$ cat src/rtl/muldiv_unit_pkg.sv
// Shared encodings for the multiply/divide unit: op codes and FSM states.
package muldiv_pkg;

  typedef enum logic [1:0] {
    OP_MULT  = 2'b00,
    OP_MULTU = 2'b01,
    OP_DIV   = 2'b10,
    OP_DIVU  = 2'b11
  } op_t;

  typedef enum logic [1:0] {
    S_IDLE = 2'b00,
    S_MUL  = 2'b01,
    S_DIV  = 2'b10,
    S_DONE = 2'b11
  } state_t;

endpackage

$ cat src/rtl/muldiv_unit_div_iter.sv
// Restoring divider datapath on unsigned operands; one quotient bit per step.
// quot_next/rem_next expose the post-step values so the caller can register them on the final step.
module div_iter #(
  parameter int WIDTH = 32
) (
  input  logic             clk,
  input  logic             rst,
  input  logic             load,
  input  logic             step,
  input  logic [WIDTH-1:0] dividend,
  input  logic [WIDTH-1:0] divisor,
  output logic [WIDTH-1:0] quot_next,
  output logic [WIDTH-1:0] rem_next
);

  logic [WIDTH-1:0] quot_r, rem_r, div_r;
  logic [WIDTH:0]   shifted;
  logic             ge;

  // Partial remainder is always < divisor, so the difference fits in WIDTH bits.
  assign shifted   = {rem_r, quot_r[WIDTH-1]};
  assign ge        = shifted >= {1'b0, div_r};
  assign rem_next  = ge ? (shifted[WIDTH-1:0] - div_r) : shifted[WIDTH-1:0];
  assign quot_next = {quot_r[WIDTH-2:0], ge};

  always_ff @(posedge clk) begin
    if (!rst) begin
      quot_r <= '0;
      rem_r  <= '0;
      div_r  <= '0;
    end else if (load) begin
      quot_r <= dividend;
      rem_r  <= '0;
      div_r  <= divisor;
    end else if (step) begin
      quot_r <= quot_next;
      rem_r  <= rem_next;
    end
  end

endmodule

$ cat src/rtl/muldiv_unit.sv
// Multicycle MULT/MULTU/DIV/DIVU unit producing {HI,LO}; start/busy/done handshake with flush.
import muldiv_pkg::*;

module muldiv_unit #(
  parameter int WIDTH      = 32,
  parameter int MUL_STAGES = 2
) (
  input  logic               clk,
  input  logic               rst,
  input  logic               start,
  input  logic [1:0]         op,
  input  logic [WIDTH-1:0]   a,
  input  logic [WIDTH-1:0]   b,
  input  logic               flush,
  output logic               busy,
  output logic               done,
  output logic [2*WIDTH-1:0] result,
  output logic               div_by_zero
);

  localparam int CW = $clog2(WIDTH + MUL_STAGES + 1);

  state_t             state;
  logic [CW-1:0]      cnt;
  logic [WIDTH-1:0]   a_q, b_q;
  logic               mul_sgn, neg_q, neg_r;
  logic               accept, sgn_div;
  logic [WIDTH-1:0]   a_abs, b_abs, quot_n, rem_n, quot_fix, rem_fix;
  logic [2*WIDTH-1:0] mul_a, mul_b, product;

  assign accept  = (state == S_IDLE || state == S_DONE) && start && !flush;
  assign sgn_div = (op == OP_DIV);
  assign a_abs   = (sgn_div && a[WIDTH-1]) ? -a : a;
  assign b_abs   = (sgn_div && b[WIDTH-1]) ? -b : b;

  div_iter #(.WIDTH(WIDTH)) u_div (
    .clk      (clk),
    .rst      (rst),
    .load     (accept && op[1]),
    .step     (state == S_DIV),
    .dividend (a_abs),
    .divisor  (b_abs),
    .quot_next(quot_n),
    .rem_next (rem_n)
  );

  // Extending to 2*WIDTH before multiplying gives the exact product for both signednesses.
  assign mul_a    = {{WIDTH{mul_sgn & a_q[WIDTH-1]}}, a_q};
  assign mul_b    = {{WIDTH{mul_sgn & b_q[WIDTH-1]}}, b_q};
  assign product  = mul_a * mul_b;
  assign quot_fix = neg_q ? -quot_n : quot_n;
  assign rem_fix  = neg_r ? -rem_n : rem_n;

  always_ff @(posedge clk) begin
    if (!rst) begin
      state       <= S_IDLE;
      cnt         <= '0;
      a_q         <= '0;
      b_q         <= '0;
      mul_sgn     <= 1'b0;
      neg_q       <= 1'b0;
      neg_r       <= 1'b0;
      busy        <= 1'b0;
      done        <= 1'b0;
      result      <= '0;
      div_by_zero <= 1'b0;
    end else begin
      done <= 1'b0;
      if (flush) begin
        state       <= S_IDLE;
        busy        <= 1'b0;
        div_by_zero <= 1'b0;
      end else begin
        case (state)
          S_MUL: begin
            if (cnt == CW'(MUL_STAGES - 1)) begin
              state  <= S_DONE;
              busy   <= 1'b0;
              done   <= 1'b1;
              result <= product;
            end else begin
              cnt <= cnt + 1'b1;
            end
          end
          S_DIV: begin
            if (cnt == CW'(WIDTH - 1)) begin
              state  <= S_DONE;
              busy   <= 1'b0;
              done   <= 1'b1;
              result <= {rem_fix, quot_fix};
            end else begin
              cnt <= cnt + 1'b1;
            end
          end
          default: begin
            if (start) begin
              a_q         <= a;
              b_q         <= b;
              mul_sgn     <= (op == OP_MULT);
              neg_q       <= sgn_div & (a[WIDTH-1] ^ b[WIDTH-1]);
              neg_r       <= sgn_div & a[WIDTH-1];
              cnt         <= '0;
              div_by_zero <= 1'b0;
              if (op[1] && b == '0) begin
                state       <= S_DONE;
                busy        <= 1'b0;
                done        <= 1'b1;
                result      <= {a, {WIDTH{1'b1}}};
                div_by_zero <= 1'b1;
              end else begin
                state <= op[1] ? S_DIV : S_MUL;
                busy  <= 1'b1;
              end
            end else begin
              state <= S_IDLE;
            end
          end
        endcase
      end
    end
  end

endmodule

$ cat config.mk
export PLATFORM = sky130hd
export DESIGN_NAME = muldiv_unit
export DESIGN_NICKNAME = d
export VERILOG_FILES = /design/src/rtl/muldiv_unit_pkg.sv /design/src/rtl/muldiv_unit_div_iter.sv /design/src/rtl/muldiv_unit.sv
export SDC_FILE = /design/constraint.sdc
export NUM_CORES = 2
export LEC_CHECK = 0
export BUFFER_PORTS_ARGS = -buffer_cell sky130_fd_sc_hd__buf_2
export CAP_MARGIN = 25
export CORE_MARGIN = 2
export CORE_UTILIZATION = 66
export DETAILED_ROUTE_END_ITERATION = 12
export PLACE_DENSITY = 0.84
export SLEW_MARGIN = 20
export SYNTH_ARGS = -nofsm -noshare
export SYNTH_HDL_FRONTEND = slang
export SYNTH_HIERARCHICAL = 1
export SYNTH_SLANG_ARGS = --single-unit
$ cat constraint.sdc
create_clock -name clk -period 9.43 [get_ports clk]
set_input_delay 1.886 -clock clk [delete_from_list [all_inputs] [get_ports clk]]
set_output_delay 1.886 -clock clk [all_outputs]
set_load 0.1 [all_outputs]
# After elaboration in Yosys (flattened, before gate mapping)
# Index checks and enable logic that the tools add are counted.
# classes
add_sub_neg	6
mul	1
div_mod_pow	0
n_lt_le_gt_ge	1
eq_ne	10
shifts	0
n_mux	32
bitwise_logic	8
reduce_logical	23
# op_table
op	count
64-bit 2-to-1 mux	4
32-bit 2-to-1 mux	7
32-bit negation	4
64-bit one-hot mux with 2 select lines	1
33-bit by 33-bit multiplier with 64-bit output	1
33-bit by 32-bit >= comparator with 1-bit output	1
32-bit logical NOT	1
32-bit subtractor	1
6-bit 2-to-1 mux	3
6-bit one-hot mux with 2 select lines	1
2-bit 2-to-1 mux	5
1-bit 2-to-1 mux	8
2-bit != test (second input constant)	4
6-bit by 1-bit adder with 6-bit output (second input constant)	1
2-bit == test (second input constant)	3
6-bit by 1-bit == test with 1-bit output (second input constant)	1
6-bit by 5-bit == test with 1-bit output (second input constant)	1
1-bit logical AND	6
3-bit AND reduction	2
3-bit nonzero test	2
2-bit OR reduction	3
5-bit AND reduction	1
1-bit bitwise AND	4
2-bit logical NOT	2
other kinds (10)	14
# word_totals
regBits	238
latchBits	0
ramBits	0
mem_bits_ro	0
output_inout_bits	67
word_cells	95
n_memories	0

# Longest topological paths before layout
# logic_depth
word_depth	6
ltp_mapped	31

# Modules after synthesis
# Netlist, hierarchy kept.
# by_module_without_submodules
module	n_inst	cells_each	area_each_um2	seq_area_each_um2
muldiv_unit	1	5368	46542.1	2842.7
div_iter	1	799	6563.8	1921.8

# Least setup slack after synthesis
# Ideal clock, no wire load.
# synth_path
path_type	flip-flop to flip-flop
startpoint	register a_q[31]
endpoint	register result[63]
setup_ns	0.116
arrival_ns	8.264
required_ns	9.314
setup_slack_ns	1.050
stages_incl_launch_ff	32
path_cell_list	dfxtp_1 clkbuf_1 and2_1 clkbuf_1 nand2_1 inv_1 fa_1 inv_1 fa_1 inv_1 fa_1 fa_1 inv_1 fa_1 inv_1 fa_1 inv_1 fa_1 fa_1 inv_1 ha_1 clkbuf_1 a21o_1 a21o_1 a21oi_1 o21ai_0 nand2_1 o21ai_0 or4b_2 a31oi_1 xnor2_1 a41o_1
# synth_between
elab_chain_cells	4
# synth_rtl
item	line_no	source
from (decl)	muldiv_unit.sv:25	logic [WIDTH-1:0] a_q, b_q;
from (signal assigned)	muldiv_unit.sv:58	a_q <= '0;
from (signal assigned)	muldiv_unit.sv:97	a_q <= a;
1-bit bitwise AND	muldiv_unit.sv:48	assign mul_a = {{WIDTH{mul_sgn & a_q[WIDTH-1]}}, a_q};
33-bit by 33-bit multiplier with 64-bit output *	muldiv_unit.sv:50	assign product = mul_a * mul_b;
64-bit 2-to-1 mux *	muldiv_unit.sv:76	if (cnt == CW'(MUL_STAGES - 1)) begin
64-bit one-hot mux with 2 select lines *	muldiv_unit.sv:74	case (state)
to (signal assigned)	muldiv_unit.sv:80	result <= product;
to (signal assigned)	muldiv_unit.sv:90	result <= {rem_fix, quot_fix};
to (signal assigned)	muldiv_unit.sv:108	result <= {a, {WIDTH{1'b1}}};
to (decl)	muldiv_unit.sv:17	output logic [2*WIDTH-1:0] result,
# Mark *: on every way between the ends. The rest lies on a longest branch, timed or not. The select of a mux whose other input is x is not followed.
# A chain may end at the register's enable or synchronous reset.

# Final worst setup path
# layout_path
startpoint	register b_q[4]
endpoint	register result[45]
# layout_between
elab_chain_cells	3
# layout_rtl
item	line_no	source
from (decl)	muldiv_unit.sv:25	
from (signal assigned)	muldiv_unit.sv:59	b_q <= '0;
from (signal assigned)	muldiv_unit.sv:98	b_q <= b;
33-bit by 33-bit multiplier with 64-bit output	muldiv_unit.sv:50	
64-bit 2-to-1 mux	muldiv_unit.sv:76	
64-bit one-hot mux with 2 select lines	muldiv_unit.sv:74	
# Every way passes these cells. The select of a mux whose other input is x is not followed.

==> impl_metrics.json <==
{
  "regArea_um2": 4770,
  "crit_required_ns": 9.86,
  "finish.instance_area_um2": 55400,
  "async_flop_share": 0,
  "max_stage_delay_ns": 0.87,
  "maxSlewViolCount": 0,
  "use_met3": 0.0488,
  "worstMarginPinSlew_ns": 1.11,
  "internal_power_mw": 2.76,
  "start_kind": "flop",
  "power_switching_mw": 2.53,
  "portBuffers": 136,
  "rsz0062_at_grt": "false",
  "place_area_um2": 54400,
  "synthTopCellsByArea": "fa_1 (42%), dfxtp_1 (9.0%), inv_1 (8.5%), nand2_1 (7.2%), ha_1 (5.9%)",
  "critPathBufInv": 7,
  "grt.busiest_layer": "met2",
  "criticalPathCategory": "reg -> reg",
  "fmax_mhz": 109,
  "synth_warnings": 6,
  "cts_made_buffers": 29,
  "pwr-share-seq": 0.228,
  "drive_above_1_share": 0.0645,
  "grt_usage": 0.371,
  "dp_hpwl_um": 121000,
  "cts_tree": "built",
  "p_leak_nw": 26.5,
  "cts-root-buf": "clkbuf_16",
  "netlist_area_um2": 53100,
  "switching_share": 0.479,
  "grt_use_met2": 0.618,
  "cts-resized-gates": 0,
  "setup_violations": 0,
  "fillers": 6116,
  "grt_pass1_wl_um": 240000,
  "finalHoldViolCount": 0,
  "maxCapViolations": 0,
  "gp_congestion": 0.982,
  "antenna_found_initial": 2,
  "ys_ff_latch": 238,
  "pin_count": 137,
  "crit_top_cell": "fa_1",
  "final_core_util": 0.692,
  "crit_family": "adder cells",
  "core_um2": 80200,
  "start_util": 0.663,
  "comb_power_share": 0.548,
  "post-route-drc-count": 0,
  "cp_max_fo": 21,
  "vias_per_cell": 6.03,
  "yosysUniqueCellTypes": 86,
  "crit_path_top_delay_cell": "a221oi_1",
  "multiInputGateArea_um2": 42200,
  "r2r_slack_ns": 0.27,
  "synth.largest_area_cell": "fa_1",
  "ant_nets": 0,
  "clock_skew_ns": 0.0243,
  "yosysTopAreaCellShare": 0.424,
  "clk_latency_ns": 0.60,
  "ir_drop_mv": 0.191,
  "critPathArrivalTime_ns": 9.59,
  "power.total_mw": 5.29,
  "cts_num_sinks": 238,
  "synth_nets": 7615,
  "num_rows": 104,
  "met1_usage": 0.455,
  "syn_inst": 6167,
  "htreeDepth": 1,
  "syn2layout_area_growth_pct": 4.38,
  "endpoint_kind": "flop",
  "worstHoldPathType": "reg -> reg",
  "nNetsFinal": 7501,
  "num_vias": 43051,
  "clkTransAtPathRegs_ns": 0.06,
  "grt-ovfl-total": 0,
  "tns_ns": 0,
  "first_iter_violations": 3938,
  "dieArea_um2": 82700,
  "synth_edf_count": 0,
  "grt_max_degree": 87,
  "cts_setup_buffers": 0,
  "drt_wl_total_um": 149000,
  "slew_headroom": 0.253,
  "clkPwrFrac": 0.223,
  "cts_buffer_depth": 3,
  "die-width_um": 288,
  "power.density_nw_per_um2": 95.5,
  "routedWlPerCell_um": 20.9,
  "synth_flop_cell": "dfxtp_1",
  "avgSynthCellArea_um2": 8.61,
  "min_period_ns": 9.16,
  "die_y_um": 288,
  "ys_seq_area_frac": 0.0897,
  "firstDrtPassIters": 10,
  "status": "finished clean",
  "grt_pass1_vias": 45410,
  "cts_hold_buffers": 0,
  "layout_worst_path_cycle_share": 0.972
}
==> registers in the layout, summed over array words and instances, names as in the netlist <==
register / flops
neg_r: 1
state: 2
u_div/rem_r: 32
cnt: 6
div_by_zero: 1
u_div/quot_r: 32
done: 1
mul_sgn: 1
result: 64
busy: 1
b_q: 32
u_div/div_r: 32
a_q: 32
neg_q: 1
==> layer usage <==
layer	wire length, um	part of all wire	vias to the layer above
met5	0	0	-
met3	12600	0.084	650
met4	11600	0.077	0
li1	-	-	18522
met1	52900	0.35	21524
met2	72300	0.48	2355
==> kinds of logic after synthesis <==
logic type	synth area share
XOR/XNOR	0.0356
AND/OR/NAND/NOR	0.167
buffers and inverters	0.116
AO/OA/AOI/OAI	0.0890
adder cells (fa/ha/maj)	0.484
multiplexers	0.0187
flip-flops	0.0897
==> worst paths after layout <==
path / to / start / depth (start not counted)
setup / recovery: result[45] / b_q[4] / 25
setup reg to reg: result[45] / b_q[4] / 25
hold reg to reg: div_by_zero / div_by_zero / 2
hold / removal: div_by_zero / div_by_zero / 2
==> layout by cell type, fill, tap and decap left out, types with 7 or more instances in the layout <==
| cell type | count |
|---|---|
| inv_1 | 1200 |
| fa_1 | 1126 |
| nand2_1 | 1020 |
| and2_1 | 387 |
| ha_1 | 250 |
| dfxtp_1 | 232 |
| a21oi_1 | 218 |
| nor2_1 | 191 |
| o21ai_0 | 168 |
| xnor2_1 | 152 |
| buf_2 | 136 |
| buf_4 | 112 |
| mux2i_1 | 72 |
| xor2_1 | 64 |
| nand3_1 | 55 |
| nor3_1 | 44 |
| nor2b_1 | 43 |
| a21o_1 | 42 |
| a221oi_1 | 40 |
| o31ai_1 | 37 |
| and3_1 | 36 |
| a31oi_1 | 32 |
| o21a_1 | 31 |
| clkbuf_16 | 29 |
| a211oi_1 | 27 |
| or3_1 | 26 |
| nand4_1 | 25 |
| o211ai_1 | 23 |
| or2_2 | 16 |
| nand2b_1 | 15 |
| o21bai_1 | 14 |
| nor4_1 | 13 |
| mux2_2 | 11 |
| mux2_4 | 10 |
| or4_1 | 8 |
| o41ai_1 | 7 |
| a41oi_1 | 7 |
| a31o_2 | 7 |
==> cell type report <==
cell class	count	area share
clock buffer	38	0.0144
antenna	2	0.0000903
multi-input combinational	4328	0.762
timing repair buffer	254	0.0294
clock inverter	15	0.00307
sequential	238	0.0861
inverter	1202	0.0814
tap	1060	0.0239
==> cells in the mapped netlist, drive strengths merged (53+ instances only) <==
cell type / instances
ha: 252
o21ai: 171
a21oi: 219
nand3: 55
buf: 53
clkbuf: 346
xnor2: 152
fa: 1126
inv: 1202
and2: 390
nand2: 1020
dfxtp: 238
nor2: 192
mux2i: 72
xor2: 64
==> worst reg2reg max path, stage by stage (launching register included) <==
cell	delay, ns
dfxtp_1	0.64
buf_4	0.38
nand2_1	0.13
fa_1	0.51
fa_1	0.49
inv_1	0.05
fa_1	0.48
inv_1	0.06
fa_1	0.50
fa_1	0.52
inv_1	0.06
fa_1	0.50
fa_1	0.50
inv_1	0.05
fa_1	0.50
inv_1	0.06
ha_1	0.40
nand2_1	0.24
or4_1	0.59
a211oi_1	0.36
buf_4	0.23
o31ai_1	0.13
o21ai_0	0.42
xnor2_1	0.16
a221oi_1	0.87
o21ai_0	0.20
==> per-stage QoR <==
step | hold slack (ns) | worst slack [ns] | std cells
after detailed placement | 0.448 | 0.688 | 7078
final | 0.454 | 0.269 | 7137
after CTS | 0.457 | 0.655 | 7131
after global placement | 0.442 | 0.771 | 7077
after floorplan | 0.456 | 1.05 | 6167
after global routing | 0.487 | 0.0407 | 7137
==> power by group through the flow <==
stage	registers (mW)	clock network [mW]	logic [mW]
2_1_floorplan	1.26	0	1.98
3_3_place_gp	1.22	0	2.76
3_5_place_dp	1.23	0	2.80
4_1_cts	1.20	1.18	2.82
5_1_grt	1.21	1.22	3.12
6_report	1.21	1.18	2.90
Note: power is estimated with default switching activity, not from simulation.
